### config.mk
export PLATFORM = sky130hd
export DESIGN_NAME = dac_mux_scheduler
export DESIGN_NICKNAME = d
export VERILOG_FILES = /design/src/rtl/dac_mux_pkg.sv /design/src/rtl/rr_arbiter.sv /design/src/rtl/dac_mux_scheduler.sv
export SDC_FILE = /design/constraint.sdc
export NUM_CORES = 1
export LEC_CHECK = 0
export CORE_MARGIN = 1
export CORE_UTILIZATION = 25
export CTS_CLUSTER_SIZE = 12
export DETAILED_ROUTE_END_ITERATION = 10
export GPL_ROUTABILITY_DRIVEN = 0
export SLEW_MARGIN = 0
export SYNTH_ARGS = -nofsm -noshare
export SYNTH_HDL_FRONTEND = slang
export SYNTH_SLANG_ARGS = --single-unit
### constraint.sdc
create_clock -name clk -period 12.56 [get_ports clk]
set_input_delay 1.884 -clock clk [delete_from_list [all_inputs] [get_ports clk]]
set_output_delay 1.884 -clock clk [all_outputs]
set_load 0.05 [all_outputs]
### src/rtl/dac_mux_pkg.sv
// Shared constants and FSM encoding for the DAC mux scheduler.
package dac_mux_pkg;

    // Default sizing; the top exposes these as overridable parameters.
    localparam int unsigned NUM_CH_DFLT     = 6;
    localparam int unsigned DAC_BITS_DFLT   = 12;
    localparam int unsigned SETTLE_CYC_DFLT = 8;

    // Each serial bit spans BIT_PHASE clk cycles: first half dac_clk low, second half high.
    localparam int unsigned BIT_PHASE = 4;
    localparam int unsigned LOAD_LEN  = 2;
    localparam int unsigned CLEAR_LEN = 2;

    typedef enum logic [2:0] {
        StIdle,
        StClear,
        StSettle,
        StShift,
        StLdGap,
        StLoad,
        StDone
    } state_e;

endpackage

### src/rtl/rr_arbiter.sv
// Round-robin arbiter: searches from last+1 (mod NUM_CH) and returns a one-hot grant.
module rr_arbiter
    import dac_mux_pkg::*;
#(
    parameter int unsigned NUM_CH = NUM_CH_DFLT,
    parameter int unsigned IDX_W  = (NUM_CH > 1) ? $clog2(NUM_CH) : 1
) (
    input  logic [NUM_CH-1:0] req,
    input  logic [IDX_W-1:0]  last,
    output logic [NUM_CH-1:0] grant,
    output logic [IDX_W-1:0]  grant_idx
);

    logic             found;
    logic [IDX_W-1:0] cand;

    // First requester at or after last+1, wrapping; no grant when nothing is requested.
    always_comb begin
        grant     = '0;
        grant_idx = '0;
        found     = 1'b0;
        cand      = '0;
        for (int i = 1; i <= int'(NUM_CH); i++) begin
            cand = IDX_W'((int'(last) + i) % int'(NUM_CH));
            if (!found && req[cand]) begin
                found       = 1'b1;
                grant[cand] = 1'b1;
                grant_idx   = cand;
            end
        end
    end

endmodule

### src/rtl/dac_mux_scheduler.sv
// Schedules analog-mux channel updates onto one serial DAC: settle, shift, load, ack.
module dac_mux_scheduler
    import dac_mux_pkg::*;
#(
    parameter int unsigned NUM_CH     = NUM_CH_DFLT,
    parameter int unsigned DAC_BITS   = DAC_BITS_DFLT,
    parameter int unsigned SETTLE_CYC = SETTLE_CYC_DFLT
) (
    input  logic                         clk,
    input  logic                         reset,
    input  logic [NUM_CH-1:0]            req,
    input  logic [NUM_CH*DAC_BITS-1:0]   code,
    input  logic                         clr_req,
    output logic [NUM_CH-1:0]            ack,
    output logic                         busy,
    output logic [NUM_CH-1:0]            mux_sel,
    output logic                         dac_clk,
    output logic                         dac_sdi,
    output logic                         dac_ld_n,
    output logic                         dac_clr_n
);

    localparam int unsigned IDX_W = (NUM_CH > 1) ? $clog2(NUM_CH) : 1;
    localparam int unsigned BIT_W = (DAC_BITS > 1) ? $clog2(DAC_BITS) : 1;

    state_e              state_q;
    logic [7:0]          cnt_q;
    logic [BIT_W-1:0]    bit_q;
    logic [1:0]          phase_q;
    logic [DAC_BITS-1:0] shreg_q;
    logic [IDX_W-1:0]    last_q;
    logic                clr_pend_q;

    logic [NUM_CH-1:0]   grant;
    logic [IDX_W-1:0]    grant_idx;
    logic [DAC_BITS-1:0] code_sel;

    rr_arbiter #(
        .NUM_CH (NUM_CH),
        .IDX_W  (IDX_W)
    ) u_rr_arbiter (
        .req       (req),
        .last      (last_q),
        .grant     (grant),
        .grant_idx (grant_idx)
    );

    // Select the code of the channel the arbiter would grant this cycle.
    always_comb begin
        code_sel = '0;
        for (int i = 0; i < int'(NUM_CH); i++) begin
            if (grant[i]) begin
                code_sel = code[i*DAC_BITS +: DAC_BITS];
            end
        end
    end

    // Main FSM; every output is a register updated alongside the state transition.
    always_ff @(posedge clk or posedge reset) begin
        if (reset) begin
            state_q    <= StIdle;
            cnt_q      <= '0;
            bit_q      <= '0;
            phase_q    <= '0;
            shreg_q    <= '0;
            last_q     <= IDX_W'(NUM_CH - 1);
            clr_pend_q <= 1'b0;
            ack        <= '0;
            busy       <= 1'b0;
            mux_sel    <= '0;
            dac_clk    <= 1'b1;
            dac_sdi    <= 1'b0;
            dac_ld_n   <= 1'b1;
            dac_clr_n  <= 1'b1;
        end else begin
            ack <= '0;
            // Clear pulses during an update are remembered; repeats collapse into one.
            if (clr_req) begin
                clr_pend_q <= 1'b1;
            end
            case (state_q)
                StIdle: begin
                    if (clr_pend_q || clr_req) begin
                        state_q    <= StClear;
                        clr_pend_q <= 1'b0;
                        busy       <= 1'b1;
                        dac_clr_n  <= 1'b0;
                        cnt_q      <= 8'(CLEAR_LEN - 1);
                    end else if (|grant) begin
                        state_q <= StSettle;
                        busy    <= 1'b1;
                        mux_sel <= grant;
                        last_q  <= grant_idx;
                        shreg_q <= code_sel;
                        cnt_q   <= 8'(SETTLE_CYC - 1);
                    end
                end
                StClear: begin
                    if (cnt_q == '0) begin
                        state_q   <= StIdle;
                        busy      <= 1'b0;
                        dac_clr_n <= 1'b1;
                    end else begin
                        cnt_q <= cnt_q - 8'd1;
                    end
                end
                StSettle: begin
                    if (cnt_q == '0) begin
                        // First bit: drop dac_clk and present the MSB together.
                        state_q <= StShift;
                        phase_q <= '0;
                        bit_q   <= BIT_W'(DAC_BITS - 1);
                        dac_clk <= 1'b0;
                        dac_sdi <= shreg_q[DAC_BITS-1];
                        shreg_q <= shreg_q << 1;
                    end else begin
                        cnt_q <= cnt_q - 8'd1;
                    end
                end
                StShift: begin
                    if (phase_q == 2'(BIT_PHASE - 1)) begin
                        if (bit_q == '0) begin
                            state_q <= StLdGap;
                        end else begin
                            bit_q   <= bit_q - BIT_W'(1);
                            phase_q <= '0;
                            dac_clk <= 1'b0;
                            dac_sdi <= shreg_q[DAC_BITS-1];
                            shreg_q <= shreg_q << 1;
                        end
                    end else begin
                        phase_q <= phase_q + 2'd1;
                        dac_clk <= (phase_q >= 2'(BIT_PHASE / 2 - 1));
                    end
                end
                StLdGap: begin
                    state_q  <= StLoad;
                    dac_ld_n <= 1'b0;
                    cnt_q    <= 8'(LOAD_LEN - 1);
                end
                StLoad: begin
                    if (cnt_q == '0) begin
                        state_q  <= StDone;
                        dac_ld_n <= 1'b1;
                        ack      <= mux_sel;
                    end else begin
                        cnt_q <= cnt_q - 8'd1;
                    end
                end
                StDone: begin
                    state_q <= StIdle;
                    busy    <= 1'b0;
                    mux_sel <= '0;
                    dac_sdi <= 1'b0;
                end
                default: begin
                    state_q <= StIdle;
                end
            endcase
        end
    end

endmodule

==> flow_summary.yaml, run 1 <==
synth:
  synthCells: 550
  ys.flop_type: "dfrtp_1"
  synth_cell_types: 77
  ys_top_cells_by_count: "54 x nand2_1, 48 x nor2_1, 45 x a21oi_1, 45 x dfrtp_1, 29 x o21ai_0"
  synth_fp_nets: 648
  synth-seq-cells: 50
  async_flop_share_pct: 100.0
  synth_top_area_cell: "dfrtp_1"
  yosysWarnings: 0
  synth_top_area_share_pct: 25.24
  yosysSeqAreaShare_pct: 28.18
  synthMostInstantiatedCell: "nand2_1"
  synth_edf_count: 0
  synth_area_leaders: "dfrtp_1 25%, a21oi_1 5.0%, ha_1 4.8%"
  synth_area_per_cell_um2: 8.112
  netlist_area_um2: 4462
floorplanning:
  ios: 98
  row_count: 48
  initial_core_util_pct: 25.71
  die_height_um: 135.6
  die_x_um: 135.6
  core_region_area_um2: 17360
  die-area_um2: 18390
sta:
  finalCritPeriodShare_pct: 46.18
  finalSetupTns_ns: 0
  tightestPinTransition_ns: 1.144
  finalClockSkew_ns: 0.01058
  period_needed_ns: 5.801
  hold_slack_ns: 0.4764
  finalSetupViolCount: 0
  max_slew_margin_pct: 23.74
  rsz0062_at_grt: "false"
  slew_viol_final: 0
  max_freq_ghz: 0.1724
  finalHoldViolations: 0
cells_and_area:
  design_area_um2: 5752
  finalNetCount: 723
  fill_cells: 1823
  final_util_pct: 33.14
  diodes: 0
  areaGrowthSynthToFinish_pct: 28.91
  drive_gt1_share_pct: 6.550
routing:
  viasPerCell: 5.492
  drt_iter0_markers: 472
  route.detailed.drc: 0
  wl_per_cell_um: 17.50
  ant_nets: 0
  dr.pass1.iters: 7
  dr_total_vias: 4674
  totalWireLength_um: 14900
job:
  max_cap_violations: 0
clock_tree:
  worstSkewPairLatency_ns: 0.30
  cts_resized: 0
  cts_tree: "done"
  postCtsSetupRepairBufs: 0
  clock-sinks: 50
  cts.root.buffer_cell: "clkbuf_16"
  numCtsBuffers: 5
  clkTransAtPathRegs_ns: 0.07
  cts_hold_buf: 0
  h-tree-depth: 2
  clock_path_buffers: 2
setup_path:
  ff2ff_setup_slack_ns: 6.76
  cp-start-kind: "flop"
  worstPathArrival_ns: 6.01
  path_class: "reg -> reg"
  end_kind: "flop"
  timing.rr.end: "shreg_q[5]$_DFFE_PP0P_"
  rr_worst_depth: 14
  crit_required_ns: 12.77
  crit-reg2reg-launch: "last_q[0]$_DFFE_PP1P_"
  path_max_fanout: 30
placed_design:
  dp_hpwl_um: 11130
  dpl_cell_area_um2: 5597
  port-buffer-count: 97
min_path:
  hold_path.startpoint: "dac_clr_n$_DFFE_PP1P_"
  min_path_cells: 2
  hp-class: "reg -> reg"
  worst_hold_path.endpoint: "dac_clr_n$_DFFE_PP1P_"
global_routing:
  antenna_found_initial: 0
  gr-usage-all-layers_pct: 16.02
  grt_max_degree: 51
  grt_pass1_wl_um: 23050
  grt_pass1_vias: 4208
  overflow: 0
status:
  status: "complete, no violations"
power_and_ir_drop:
  leakage_nw: 2.225
  p_per_area_nw_per_um2: 64.49
  vdd_drop_max_v: 0.00005143
  power_uw: 370.9
## power by group
part	internal, mW	total [mW]	leakage [nW]	switching, mW
Combinational	0.0364	0.0664	1.57	0.0301
Clock	0.0801	0.144	0.0735	0.0634
Sequential	0.161	0.161	0.582	0.00000000000000000208
Total	0.277	0.371	2.22	0.0935
## per-layer routing
metal	routed length, um	share of wire [%]	track usage [%]	vias up
li1	-	-	-	2243
met1	6904	46	22.71	2267
met2	7088	48	25.96	154
met3	771	5.2	2.020	10
met4	131	0.88	2.934	0
met5	0	0	0	-
## cell families (layout without fill, tap and decap cells)
| family | Yosys count | count (layout) | synth area share (%) |
|---|---|---|---|
| buffers and inverters | 55 | 131 | 5.160 |
| adders and majority gates | 17 | 17 | 4.767 |
| xor gates and xnor gates | 5 | 5 | 1.571 |
| muxes | 14 | 14 | 3.645 |
| AOI/OAI and AO/OA | 217 | 217 | 35.53 |
| and+or+nand+nor | 192 | 192 | 21.14 |
| DFF | 50 | 50 | 28.18 |
## sequential cells by signal (all words and copies together) (netlist names)
name,count
dac_sdi,1
dac_ld_n,1
last_q,3
busy,1
bit_q,4
phase_q,2
ack,6
cnt_q,8
clr_pend_q,1
state_q,3
dac_clr_n,1
shreg_q,12
mux_sel,6
dac_clk,1
## how the worst max path moves through the flow
| stage | start | to | slack, ns |
|---|---|---|---|
| finish | last_q[0]$_DFFE_PP1P_ | shreg_q[5]$_DFFE_PP0P_ | 6.76 |
| global route | last_q[0]$_DFFE_PP1P_ | shreg_q[5]$_DFFE_PP0P_ | 6.10 |
| CTS | last_q[0]$_DFFE_PP1P_ | shreg_q[7]$_DFFE_PP0P_ | 6.80 |
| detailed placement | req[4] | shreg_q[7]$_DFFE_PP0P_ | 6.67 |
| global placement | req[3] | shreg_q[10]$_DFFE_PP0P_ | 6.76 |
| floorplan | req[3] | cnt_q[7]$_DFFE_PP0P_ | 8.14 |
## cells in the final DEF (no fill, tap or decap), types with 4 or more instances in the layout
cell	instances
clkdlybuf4s50_1	97
nand2_1	54
nor2_1	48
a21oi_1	45
dfrtp_1	45
o21ai_0	29
nor3_1	20
inv_1	19
ha_1	17
nand2b_1	16
o21a_1	16
a31oi_1	14
o211ai_1	13
a221o_1	13
nand3_1	11
a222oi_1	11
and2_1	10
a22o_1	9
or3_1	8
a211oi_1	8
mux2i_1	7
a21o_1	6
o31ai_1	6
clkbuf_16	5
dfstp_2	5
nor2b_1	4
mux2_2	4
a32o_1	4
a221oi_1	4
a22oi_1	4
nor4_1	4
buf_4	4
## critical path: stages, from the launching register on
cell      delay [ns]
dfstp_2         0.98
clkinv_1        0.49
ha_1            0.38
xnor2_2         0.30
ha_1            0.30
nor2b_1         0.18
a21oi_1         0.12
a32o_1          0.24
nor3_1          0.41
nand2_1         0.10
a211oi_1        0.52
nor2_1          0.26
a21oi_1         0.67
nand2b_1        0.46
o211ai_1        0.29
## final cells by class
cell class | instances | area (um^2) | area share (%)
Clock buffer | 6 | 138.9 | 2.415
Clock inverter | 2 | 16.27 | 0.2828
Inverter | 22 | 82.58 | 1.436
Multi-Input combinational cell | 445 | 2974 | 51.71
Sequential cell | 50 | 1257 | 21.86
Tap cell | 225 | 281.5 | 4.894
Timing Repair Buffer | 101 | 1001 | 17.40
## metrics by stage
stage               std cells  setup slack (ns)
global placement          843             6.762
global route              851             6.096
finish                    851             6.759
detailed placement        843             6.671
floorplan                 550             8.144
CTS                       851             6.795
No activity file was read; power rests on OpenSTA's default activity.
==> run 2: changes to the inputs <==
==> constraint.sdc (replaced) <==
create_clock -name clk -period 5.1 [get_ports clk]
set_input_delay 0.765 -clock clk [delete_from_list [all_inputs] [get_ports clk]]
set_output_delay 0.765 -clock clk [all_outputs]
set_load 0.05 [all_outputs]
==> run 2 against run 1 <==
Effect of this change:
- combinational power grew to 2.5 times the previous value
- sequential cell count is the same
- first-iteration DRC count shrank 17%
- power grew 140%
- sequential power grew 150%
- sequential share of layout area shrank 0.16 points
- via count grew 0.19%
- largest cell class unchanged
- critical path depth grew 1
- maximum frequency grew 20%
- routed wire length shrank 1.7%
- worst setup slack lost 6.5 ns
- largest power group unchanged
- global-route usage shrank 0.26 points
==> flow_summary.yaml, run 2 (same netlist as run 1, synthesis figures left out) <==
status:
  status: "complete, no violations"
cells_and_area:
  final_util_pct: 33.38
  drive_gt1_share_pct: 7.595
  layout_common_cells: "97 x clkdlybuf4s50_1, 54 x nand2_1, 48 x nor2_1, 45 x dfrtp_1, 44 x a21oi_1"
  diodes: 0
  multi_input_area_um2: 2983
  finalNetCount: 729
  mostFrequentLayoutCell: "clkdlybuf4s50_1"
  fill_cells: 1824
  largest_register_ffs: 12
  top_register: "shreg_q"
  reg_top3: "shreg_q: 12 flops, cnt_q: 8 flops"
  areaGrowthSynthToFinish_pct: 29.84
  regArea_um2: 1257
placed_design:
  dp_slack_ns: 0.2740
  dp_hpwl_um: 11090
  port-buffer-count: 97
routing:
  wl_per_cell_um: 17.08
  route.detailed.drc: 0
  ant_nets: 0
  dr_total_vias: 4683
  dr.pass1.iters: 5
  totalWireLength_um: 14640
  viasPerCell: 5.464
  drt_iter0_markers: 394
sta:
  slew_viol_final: 0
  period_needed_ns: 4.840
  setup_slack_ns: 0.2601
  finalClockSkew_ns: 0.01393
  finalCritPeriodShare_pct: 94.90
  finalHoldViolations: 0
  finalSetupViolCount: 0
  rsz0062_at_grt: "false"
  max_slew_margin_pct: 17.78
  max_freq_ghz: 0.2066
  finalSetupTns_ns: 0
  tightestPinTransition_ns: 1.230
floorplanning:
  initial_core_util_pct: 25.71
  row_count: 48
  die_height_um: 135.6
  ios: 98
  core_region_area_um2: 17360
  die_x_um: 135.6
  die-area_um2: 18390
setup_path:
  cp-start-kind: "flop"
  crit_slowest_cell: "a222oi_1"
  path_class: "reg -> reg"
  path_max_fanout: 12
  crit_chain: "inv_1, ha_1, a21oi_2, inv_1, ha_1, nor2b_1, a21oi_1, a32o_1, or3_1, nor3_2, a211o_1, a22oi_1, o21a_1, a222oi_1, o211ai_1"
  end_kind: "flop"
  max_stage_delay_ns: 0.56
  crit_required_ns: 5.26
  worstPathArrival_ns: 5.00
clock_tree:
  h-tree-depth: 2
  cts_tree: "done"
  clock_path_buffers: 2
  cts_hold_buf: 0
  worstSkewPairLatency_ns: 0.29
  numCtsBuffers: 5
  clkTransAtPathRegs_ns: 0.07
  cts.root.buffer_cell: "clkbuf_16"
  clock-sinks: 50
global_routing:
  overflow: 0
  gr-usage-all-layers_pct: 15.76
  grt_max_degree: 51
  grt_pass1_vias: 4254
  antenna_found_initial: 0
  grt_pass1_wl_um: 23180
power_and_ir_drop:
  vdd_drop_max_v: 0.0001037
  p_per_area_nw_per_um2: 154.0
  power_uw: 892.3
  leakage_nw: 2.255
min_path:
  hp-class: "reg -> reg"
job:
  max_cap_violations: 0
-- run 2: path summary, 6_finish.rpt --
kind | start | endpoint | slack [ns] | cells past startpoint
max in group asynchronous | reset | ack[3]$_DFF_PP0_ | 3.68 | 3
setup reg to reg | last_q[1]$_DFFE_PP0P_ | shreg_q[11]$_DFFE_PP0P_ | 0.26 | 15
min in group asynchronous | reset | ack[2]$_DFF_PP0_ | 0.96 | 3
hold / removal | dac_clr_n$_DFFE_PP1P_ | dac_clr_n$_DFFE_PP1P_ | 0.48 | 2
setup / recovery | last_q[1]$_DFFE_PP0P_ | shreg_q[11]$_DFFE_PP0P_ | 0.26 | 15
hold reg to reg | dac_clr_n$_DFFE_PP1P_ | dac_clr_n$_DFFE_PP1P_ | 0.48 | 2
-- run 2: worst max-delay path, delay by kind of cell (launching register included) --
kind	cells	cell delay, ns
AOI/OAI and AO/OA	8	2.15
and+or+nand+nor	3	0.98
adders and majority gates	2	0.68
DFF	1	0.54
buffers and inverters	2	0.33
-- run 2: what timing repair did --
| item | CTS | global route |
|---|---|---|
| buffers inserted | 0 | 0 |
| setup endpoints to repair | 0 | 16 |
| resized for setup | 0 | 3 |
-- run 2: layout make-up --
class                      count  share of cell area (%)
sequential                    50                   21.71
multi-input combinational    445                   51.49
tap                          225                   4.860
clock buffer                   6                   2.225
inverter                      22                   1.425
clock inverter                 2                  0.2376
timing repair buffer         107                   18.06
-- run 2: through the flow --
| stage | area, um^2 | cells | hold slack, ns |
|---|---|---|---|
| floorplan | 4462 | 550 | 0.4618 |
| global placement | 5642 | 849 | 0.4674 |
| detailed placement | 5642 | 849 | 0.4790 |
| CTS | 5784 | 857 | 0.4876 |
| global route | 5793 | 857 | 0.5002 |
| finish | 5793 | 857 | 0.4800 |
-- run 2: metal layers --
metal	global-route usage (%)	wire, um	vias up
li1	-	-	2253
met1	22.59	6869	2257
met2	25.09	6900	165
met3	2.319	766	8
met4	2.622	99	0
met5	0	0	-
-- run 2: power by group --
part	switching, mW	internal [mW]
logic	0.0757	0.0913
clock network	0.147	0.182
registers	0.00000000000000000445	0.397
==> run 3: changes to the inputs <==
==> constraint.sdc (replaced) <==
create_clock -name clk -period 4.6 [get_ports clk]
set_input_delay 0.69 -clock clk [delete_from_list [all_inputs] [get_ports clk]]
set_output_delay 0.69 -clock clk [all_outputs]
set_load 0.05 [all_outputs]
==> run 3 against run 2 <==
Effect of this change:
- combinational power grew 18%
- final cell count grew 2.6%
- hold slack gained 0.0030 ns
- critical endpoint unchanged
- largest cell class unchanged
- highest routed layer unchanged
==> flow_summary.yaml, run 3 (same netlist as run 1, synthesis figures left out) <==
cells_and_area:
  reg_top3: "shreg_q: 12 flops, cnt_q: 8 flops"
  top_register: "shreg_q"
  areaGrowthSynthToFinish_pct: 35.45
  layout_common_cells: "97 x clkdlybuf4s50_1, 54 x nand2_1, 48 x nor2_1, 44 x a21oi_1, 44 x dfrtp_1"
  fill_cells: 1787
  largest_register_ffs: 12
  final_util_pct: 34.82
  drive_gt1_share_pct: 11.62
  mostFrequentLayoutCell: "clkdlybuf4s50_1"
  design_area_um2: 6043
  diodes: 0
  finalNetCount: 751
routing:
  ant_nets: 0
  viasPerCell: 5.361
  wl_met1_um: 6704
  drt_iter0_markers: 464
  totalWireLength_um: 15240
  wl_per_cell_um: 17.34
  top_layer: "met4"
  wl_met2_um: 7152
  dr_total_vias: 4712
  route.detailed.drc: 0
  dr.pass1.iters: 6
  wl_met3_um: 1124
setup_path:
  path_common_cell: "buf_4"
  crit_path_end: "shreg_q[11]$_DFFE_PP0P_"
  worstPathArrival_ns: 4.68
  critPathTopFamily: "compound AO/OA/AOI/OAI gates"
  max_stage_delay_ns: 0.60
  crit-reg2reg-launch: "last_q[0]$_DFFE_PP1P_"
  crit_slowest_cell: "a222oi_1"
  crit_required_ns: 4.75
  cp-startpoint: "last_q[0]$_DFFE_PP1P_"
  crit_chain: "ha_1, xor2_4, inv_2, ha_1, nor2b_1, a21boi_2, a221oi_1, a22oi_2, buf_4, buf_4, a221o_1, a21oi_1, a21oi_1, buf_4, a221o_1, a222oi_1, o211ai_1"
  timing.rr.end: "shreg_q[11]$_DFFE_PP0P_"
  cp-start-kind: "flop"
  path_max_fanout: 11
  ff2ff_setup_slack_ns: 0.07
  path_class: "reg -> reg"
  end_kind: "flop"
  crit_cells: 17
  rr_worst_depth: 17
  path_buf_inv: 4
sta:
  finalClockSkew_ns: 0.01230
  setup_slack_ns: 0.07478
  finalSetupTns_ns: 0
  finalHoldViolations: 0
  finalSetupViolCount: 0
  slew_viol_final: 0
  finalCritPeriodShare_pct: 98.37
  hold_slack_ns: 0.4829
  tightestPinTransition_ns: 1.165
  max_freq_ghz: 0.2210
  period_needed_ns: 4.525
  max_slew_margin_pct: 22.14
clock_tree:
  worstSkewPairLatency_ns: 0.30
  clock_path_buffers: 2
  numCtsBuffers: 5
  h-tree-depth: 2
  cts_tree: "done"
  clkTransAtPathRegs_ns: 0.07
  cts_hold_buf: 0
  clock-sinks: 50
  cts.root.buffer_cell: "clkbuf_16"
placed_design:
  port-buffer-count: 97
  dp_slack_ns: 0.005987
  dp_hpwl_um: 11480
  dpl_cell_area_um2: 5792
power_and_ir_drop:
  leakage_nw: 2.388
  vdd_drop_max_v: 0.0002094
  clkPwrFrac_pct: 43.6
  seqPwrFrac_pct: 39.0
  combPwrFrac_pct: 17.5
  internal_power_uw: 859.8
  power_switching_share_pct: 23.72
  p_switching_uw: 267.4
  p_per_area_nw_per_um2: 186.5
min_path:
  hold_path.startpoint: "dac_clr_n$_DFFE_PP1P_"
  hp-class: "reg -> reg"
floorplanning:
  die-area_um2: 18390
  ios: 98
  die_x_um: 135.6
  initial_core_util_pct: 25.71
  core_region_area_um2: 17360
  row_count: 48
  die_height_um: 135.6
global_routing:
  overflow: 0
  antenna_found_initial: 0
  gr-usage-all-layers_pct: 16.50
  grt_max_degree: 51
  grt_pass1_wl_um: 23890
  grt_pass1_vias: 4484
job:
  max_cap_violations: 0
status:
  status: "complete, no violations"
[run 3: cell count changes in the layout (fill, tap and decap cells not counted), sizes merged]
cell,before,now
bufinv,0,2
buf,10,32
clkbuf,6,5
clkinv,3,2
[run 3: per-layer routing]
metal | GRT usage [%] | vias up
met4 | 4.120 | 0
li1 | - | 2299
met2 | 26.64 | 181
met5 | 0 | -
met3 | 2.955 | 22
met1 | 22.51 | 2210
[run 3: worst min-delay path by stage]
stage | end | slack [ns] | cells past startpoint
after detailed placement | dac_clr_n$_DFFE_PP1P_ | 0.47 | 2
after global routing | dac_clr_n$_DFFE_PP1P_ | 0.51 | 2
final | dac_clr_n$_DFFE_PP1P_ | 0.48 | 2
after CTS | dac_clr_n$_DFFE_PP1P_ | 0.48 | 2
after global placement | dac_clr_n$_DFFE_PP1P_ | 0.46 | 2
after floorplan | cnt_q[7]$_DFFE_PP0P_ | 0.46 | 1
[run 3: cell type report]
cell class              instances  area, um^2  area share (%)
repair buffers                129        1211           20.04
clock inverters                 3       68.82           1.139
clock buffers                   5       125.1           2.070
multi-input cells             445        3015           49.90
flip-flops and latches         50        1259           20.83
inverters                      22       82.58           1.366
well taps                     225       281.5           4.658
[run 3: stage by stage]
step           cells  total power [mW]
2_1_floorplan    550            0.5293
3_3_place_gp     869            0.6387
3_5_place_dp     869            0.6381
4_1_cts          877             1.133
5_1_grt          879             1.165
6_report         879             1.127
[run 3: worst register-to-register path, stage by stage, from the launching register on]
cell      delay [ns]
dfstp_2         0.58
ha_1            0.28
xor2_4          0.18
inv_2           0.07
ha_1            0.27
nor2b_1         0.17
a21boi_2        0.11
a221oi_1        0.36
a22oi_2         0.12
buf_4           0.18
buf_4           0.14
a221o_1         0.35
a21oi_1         0.15
a21oi_1         0.08
buf_4           0.21
a221o_1         0.36
a222oi_1        0.60
o211ai_1        0.15
[run 3: what timing repair did]
action / CTS / global route
pin swaps: 1 / 3
hold endpoints to repair: 0 / 0
cloned: 0 / 0
setup buffers: 0 / 2
endpoints found under the setup margin: 1 / 29
gates resized for setup: 0 / 10
[run 3: power groups by stage]
stage	clock [mW]	combinational (mW)	sequential, mW
after floorplan	0	0.0814	0.448
after global placement	0	0.191	0.448
after detailed placement	0	0.190	0.448
after CTS	0.502	0.191	0.439
after global routing	0.515	0.211	0.439
final	0.491	0.197	0.440
